$ cat src/rtl/button_pkg.sv
// Shared definitions for the push-button front end (button_debounce, button_event):
// FSM encodings, default hold timings and the common 2 ms tick period.
package button_pkg;

    typedef enum logic [1:0] {
        ST_IDLE    = 2'd0,
        ST_PRESSED = 2'd1,
        ST_HELD    = 2'd2,
        ST_REPEAT  = 2'd3
    } btn_state_e;

    localparam int LONG_TICKS_DEF   = 500;
    localparam int REPEAT_TICKS_DEF = 100;
    // 2 ms at the 12 MHz board clock
    localparam int TICK_PERIOD_CLKS = 24000;

endpackage

$ cat src/rtl/tick_counter.sv
// Hold-time counter in debounce ticks; o_hit flags the tick that reaches i_limit.
module tick_counter
    import button_pkg::*;
#(
    parameter int CNT_W = 10
) (
    input  logic             i_clk,
    input  logic             i_rst_n,
    input  logic             i_clr,
    input  logic             i_ena,
    input  logic [CNT_W-1:0] i_limit,
    output logic             o_hit
);

    logic [CNT_W-1:0] count_r;
    logic [CNT_W-1:0] count_inc_s;

    assign count_inc_s = count_r + {{(CNT_W-1){1'b0}}, 1'b1};
    assign o_hit       = i_ena & (count_inc_s == i_limit);

    // Count register; clear wins over a simultaneous tick
    always_ff @(posedge i_clk or negedge i_rst_n) begin
        if (!i_rst_n) begin
            count_r <= {CNT_W{1'b0}};
        end else if (i_clr) begin
            count_r <= {CNT_W{1'b0}};
        end else if (i_ena) begin
            count_r <= count_inc_s;
        end else begin
            count_r <= count_r;
        end
    end

endmodule

$ cat src/rtl/button_event.sv
// Turns the debounced button level into press/release/long/repeat strobes.
// Auto-repeat is compiled in only when BUTTON_EVENT_REPEAT_EN is defined.
module button_event
    import button_pkg::*;
#(
    parameter int LONG_TICKS   = LONG_TICKS_DEF,
    parameter int REPEAT_TICKS = REPEAT_TICKS_DEF,
    parameter int CNT_W        = 10
) (
    input  logic i_clk,
    input  logic i_rst_n,
    input  logic i_ena,
    input  logic i_q,
    output logic o_press,
    output logic o_release,
    output logic o_long,
    output logic o_repeat,
    output logic o_held
);

    localparam logic [CNT_W-1:0] LONG_LIM = LONG_TICKS[CNT_W-1:0];

    btn_state_e       state_r;
    btn_state_e       state_nxt_s;
    logic             q_d_r;
    logic             rise_s;
    logic             fall_s;
    logic             cnt_clr_s;
    logic             cnt_ena_s;
    logic [CNT_W-1:0] cnt_limit_s;
    logic             hit_s;
    logic             press_s;
    logic             release_s;
    logic             long_s;
    logic             held_s;

    assign rise_s = i_q & ~q_d_r;
    assign fall_s = ~i_q & q_d_r;

`ifdef BUTTON_EVENT_REPEAT_EN
    localparam logic [CNT_W-1:0] REPEAT_LIM = REPEAT_TICKS[CNT_W-1:0];
    logic repeat_s;
    assign cnt_limit_s = (state_r == ST_REPEAT) ? REPEAT_LIM : LONG_LIM;
    assign cnt_ena_s   = i_ena & ~fall_s & ((state_r == ST_PRESSED) | (state_r == ST_REPEAT));
`else
    assign cnt_limit_s = LONG_LIM;
    assign cnt_ena_s   = i_ena & ~fall_s & (state_r == ST_PRESSED);
`endif

    tick_counter #(
        .CNT_W (CNT_W)
    ) u_tick_counter (
        .i_clk   (i_clk),
        .i_rst_n (i_rst_n),
        .i_clr   (cnt_clr_s),
        .i_ena   (cnt_ena_s),
        .i_limit (cnt_limit_s),
        .o_hit   (hit_s)
    );

    // Next-state and strobe decode; a release pre-empts any tick in the same cycle
    always_comb begin
        state_nxt_s = state_r;
        press_s     = 1'b0;
        release_s   = 1'b0;
        long_s      = 1'b0;
        cnt_clr_s   = 1'b0;
`ifdef BUTTON_EVENT_REPEAT_EN
        repeat_s    = 1'b0;
`endif
        if ((state_r != ST_IDLE) && fall_s) begin
            release_s   = 1'b1;
            cnt_clr_s   = 1'b1;
            state_nxt_s = ST_IDLE;
        end else begin
            case (state_r)
                ST_IDLE: begin
                    if (rise_s) begin
                        press_s     = 1'b1;
                        cnt_clr_s   = 1'b1;
                        state_nxt_s = ST_PRESSED;
                    end else begin
                        state_nxt_s = ST_IDLE;
                    end
                end
                ST_PRESSED: begin
                    if (hit_s) begin
                        long_s    = 1'b1;
                        cnt_clr_s = 1'b1;
`ifdef BUTTON_EVENT_REPEAT_EN
                        state_nxt_s = ST_REPEAT;
`else
                        state_nxt_s = ST_HELD;
`endif
                    end else begin
                        state_nxt_s = ST_PRESSED;
                    end
                end
                ST_HELD: begin
                    state_nxt_s = ST_HELD;
                end
                ST_REPEAT: begin
`ifdef BUTTON_EVENT_REPEAT_EN
                    if (hit_s) begin
                        repeat_s  = 1'b1;
                        cnt_clr_s = 1'b1;
                    end else begin
                        cnt_clr_s = 1'b0;
                    end
                    state_nxt_s = ST_REPEAT;
`else
                    // Unreachable without auto-repeat; recover to a known state
                    cnt_clr_s   = 1'b1;
                    state_nxt_s = ST_IDLE;
`endif
                end
                default: begin
                    cnt_clr_s   = 1'b1;
                    state_nxt_s = ST_IDLE;
                end
            endcase
        end
    end

    assign held_s = (state_nxt_s == ST_HELD) | (state_nxt_s == ST_REPEAT);

    // Input delay, state and registered event outputs
    always_ff @(posedge i_clk or negedge i_rst_n) begin
        if (!i_rst_n) begin
            q_d_r     <= 1'b0;
            state_r   <= ST_IDLE;
            o_press   <= 1'b0;
            o_release <= 1'b0;
            o_long    <= 1'b0;
            o_held    <= 1'b0;
        end else begin
            q_d_r     <= i_q;
            state_r   <= state_nxt_s;
            o_press   <= press_s;
            o_release <= release_s;
            o_long    <= long_s;
            o_held    <= held_s;
        end
    end

`ifdef BUTTON_EVENT_REPEAT_EN
    // Registered auto-repeat strobe
    always_ff @(posedge i_clk or negedge i_rst_n) begin
        if (!i_rst_n) begin
            o_repeat <= 1'b0;
        end else begin
            o_repeat <= repeat_s;
        end
    end
`else
    assign o_repeat = 1'b0;
`endif

endmodule
$ cat config.mk
export PLATFORM = sky130hd
export DESIGN_NAME = button_event
export DESIGN_NICKNAME = d
export VERILOG_FILES = /design/src/rtl/button_pkg.sv /design/src/rtl/tick_counter.sv /design/src/rtl/button_event.sv
export SDC_FILE = /design/constraint.sdc
export NUM_CORES = 1
export LEC_CHECK = 0
export CAP_MARGIN = 20
export CELL_PAD_IN_SITES_DETAIL_PLACEMENT = 1
export CELL_PAD_IN_SITES_GLOBAL_PLACEMENT = 1
export CORE_ASPECT_RATIO = 1.75
export CORE_MARGIN = 5
export CORE_UTILIZATION = 47
export DETAILED_ROUTE_END_ITERATION = 6
export PLACE_DENSITY = 0.93
export SYNTH_ARGS = -nofsm -noshare
export SYNTH_HDL_FRONTEND = slang
export SYNTH_HIERARCHICAL = 1
export SYNTH_SLANG_ARGS = --single-unit
$ cat constraint.sdc
create_clock -name i_clk -period 8 [get_ports i_clk]
set_input_delay 1.2 -clock i_clk [delete_from_list [all_inputs] [get_ports i_clk]]
set_output_delay 1.2 -clock i_clk [all_outputs]
set_load 0.005 [all_outputs]
==> metrics.txt <==
Std-Cell Rows=23; vias=939; Leak=0.540 nW; most frequent cells in the layout=21 x conb_1, 17 x dfrtp_1, 14 x nor2_1; Final nets=149; largest net degree at the start of global routing=18; Die H=75.3 um; Worst Hold End=o_press; fmax=248 MHz; setup bufs post-CTS=0; min cycle time layout=4.03 ns; initial core utilization=49.7%; clk slew on worst S/H paths=0.06 ns; CP Data Required Time=8.12 ns; final worst-path cycle share=50.4%; Seq/Total Area, Yosys=37.2%; commonest non-fill, non-tap cell in the layout=conb_1; worst skew pair latency=0.25 ns; TritonCTS clock tree=yes; Crit Reg-Reg Endpoint=u_tick_counter/count_r[2]; DR WL/cell=18.0 um; CTS Buf Count=3; Placement Setup Slack=3.66 ns; Core Footprint=0.00230 mm2; Max Cap Viol=0; Final Cell Area=0.00130 mm2; detailed placement HPWL=2.43 mm; Detailed Route WL=3.02 mm; final setup fails=0; Die Area=0.00356 mm2; Fin Clk Skew=0.00163 ns; H-tree levels=1; met2 Use GR=36.7%; final worst slack=3.97 ns; total power=0.211 mW; FF-to-FF Start=q_d_r; Final Hold Viols=0; met1 Use GR=19.8%; number of global-route vias before repair=1035; RSZ-0062 raised after global routing=false; Mapped Cells=121; grt total ovfl=0; Peak VDD IR=0.000186 V; yosys warns=6; n_diodes=0; status=finished, final reports clean; final antenna-violating net count=0; Worst Reg-to-Reg Cells=9; synthesis-stage register bit count=17; Initial DRC Count=11; Max Buffers Root-to-Sink=2; Final Wtd Congestion=0.836; Total GRT Usage=20.7%; global-route wire length before repair=5.00 mm; TNS Setup=0 ns; met3 Use GR=3.83%; area growth from synthesis to layout=13.5%; Rel. slew slack=51.8%; layout cell share with drive strength beyond 1=6.29%; hold path startpoint=q_d_r; DP Area=0.00125 mm2; hold_buf cts=0; Synth Area per Inst=9.45 um2; Syn Std Cell Area=0.00114 mm2; crit path max fanout=11; CP Class=input pin to register; HP Class=register to register; FF-to-FF setup slack=4.98 ns; post_cts resized=0; die width=47.3 um; GRT busiest layer=met2; vias per inst=5.59; port buffer count=7; area of the multi-input gates=722 um2; Sink Count=17; Clock Tree Root=clkbuf_8; WHS Path Cells=1; Final Max Slew Viols=0; crit end category=register; Fillers=271; Crit path arrival time=4.15 ns; Worst Max-Slew Pin Slew=0.721 ns; FF/Latch Area=425 um2; initial antenna violation count=0; CP Launch Type=input pin; io pins=9; Residual DRC=0; drt pass-1 iters=4; Yosys cell types=41; pwr/cell area=163 mW/mm2
==> critical path, cell delays in order <==
cell,delay (ns)
clkdlybuf4s50_1,0.55
nor2b_1,0.11
nor3b_1,0.26
and2_1,0.45
nand3_1,0.12
or4_4,0.56
a221oi_2,0.32
o21a_1,0.16
or3_1,0.31
nor2_1,0.11
==> stage by stage <==
step           hold WS (ns)  util, %  std cells
2_1_floorplan         0.446        -        140
3_3_place_gp          0.485     54.4        164
3_5_place_dp          0.521     54.4        164
4_1_cts               0.540     56.4        168
5_1_grt               0.575     56.4        168
6_report              0.530     56.4        168
==> state kept, by name (all words and copies together) (netlist names) <==
name                    cells
o_press                     1
o_held                      1
o_release                   1
q_d_r                       1
state_r                     2
u_tick_counter/count_r     10
o_long                      1
==> layout make-up <==
cell class / instances / share of cell area [%]
Clock buffer: 4 / 3.47
Tap cell: 25 / 2.41
Sequential cell: 17 / 32.8
Inverter: 1 / 0.289
Timing Repair Buffer: 7 / 5.40
Multi-Input combinational cell: 114 / 55.6
==> where the power goes <==
| group | switching (mW) | leakage, nW | internal (mW) | total [mW] |
|---|---|---|---|---|
| registers | 0.0134 | 0.230 | 0.0921 | 0.105 |
| clock network | 0.0265 | 0.0228 | 0.0353 | 0.0618 |
| logic | 0.0245 | 0.288 | 0.0193 | 0.0438 |
==> layer usage <==
metal  up-vias  share of wire, %
li1        439                 -
met4         0               6.8
met3        20               3.1
met2        29                58
met5         -                 0
met1       451                32
==> cell families after synthesis <==
family	synth area share, %
and+or+nand+nor	29.1
DFF	37.2
adders and majority gates	1.09
muxes	1.75
buffers and inverters	5.91
xor gates and xnor gates	15.3
AOI/OAI and AO/OA	8.97
other	0.657
==> worst max-delay path by stage <==
stage               depth (start not counted)  slack [ns]                   endpoint  startpoint
CTS                                        10        3.93  u_tick_counter/count_r[2]         i_q
global route                               10        3.69  u_tick_counter/count_r[9]         i_q
global placement                           10        4.01  u_tick_counter/count_r[6]         i_q
finish                                     10        3.97  u_tick_counter/count_r[2]         i_q
floorplan                                  10        4.91  u_tick_counter/count_r[0]         i_q
detailed placement                         10        3.66  u_tick_counter/count_r[2]         i_q
==> synth_stat cells <==
library cell | n | area [um2]
nor3_1 | 3 | 15.0
and4_1 | 2 | 17.5
mux2i_1 | 2 | 20.0
dfrtp_1 | 17 | 425
nand4bb_1 | 1 | 11.3
clkbuf_8 | 1 | 13.8
o211ai_1 | 1 | 7.51
nand2b_1 | 1 | 6.26
o21ai_0 | 3 | 15.0
or3_1 | 1 | 6.26
nor4b_2 | 2 | 30.0
a21boi_1 | 1 | 7.51
inv_1 | 1 | 3.75
or4b_1 | 1 | 10.0
o31ai_1 | 2 | 15.0
nor2_2 | 1 | 6.26
nand3b_1 | 2 | 15.0
ha_1 | 1 | 12.5
nand4_1 | 4 | 25.0
or4_1 | 1 | 7.51
nand2_1 | 10 | 37.5
nand4b_1 | 1 | 8.76
xnor2_1 | 8 | 70.1
nand3_4 | 1 | 17.5
nor2_1 | 14 | 52.6
a211oi_1 | 1 | 7.51
o21a_1 | 2 | 15.0
or4_4 | 1 | 11.3
buf_4 | 2 | 15.0
nor2b_1 | 1 | 6.26
nor3b_1 | 1 | 7.51
and2_1 | 2 | 12.5
buf_6 | 2 | 22.5
conb_1 | 2 | 7.51
a221oi_2 | 1 | 15.0
buf_2 | 1 | 5.00
clkbuf_1 | 2 | 7.51
xor2_1 | 12 | 105
a21oi_1 | 4 | 20.0
nand3_1 | 4 | 20.0
and3b_1 | 1 | 8.76
(Power assumes the default switching activity.)
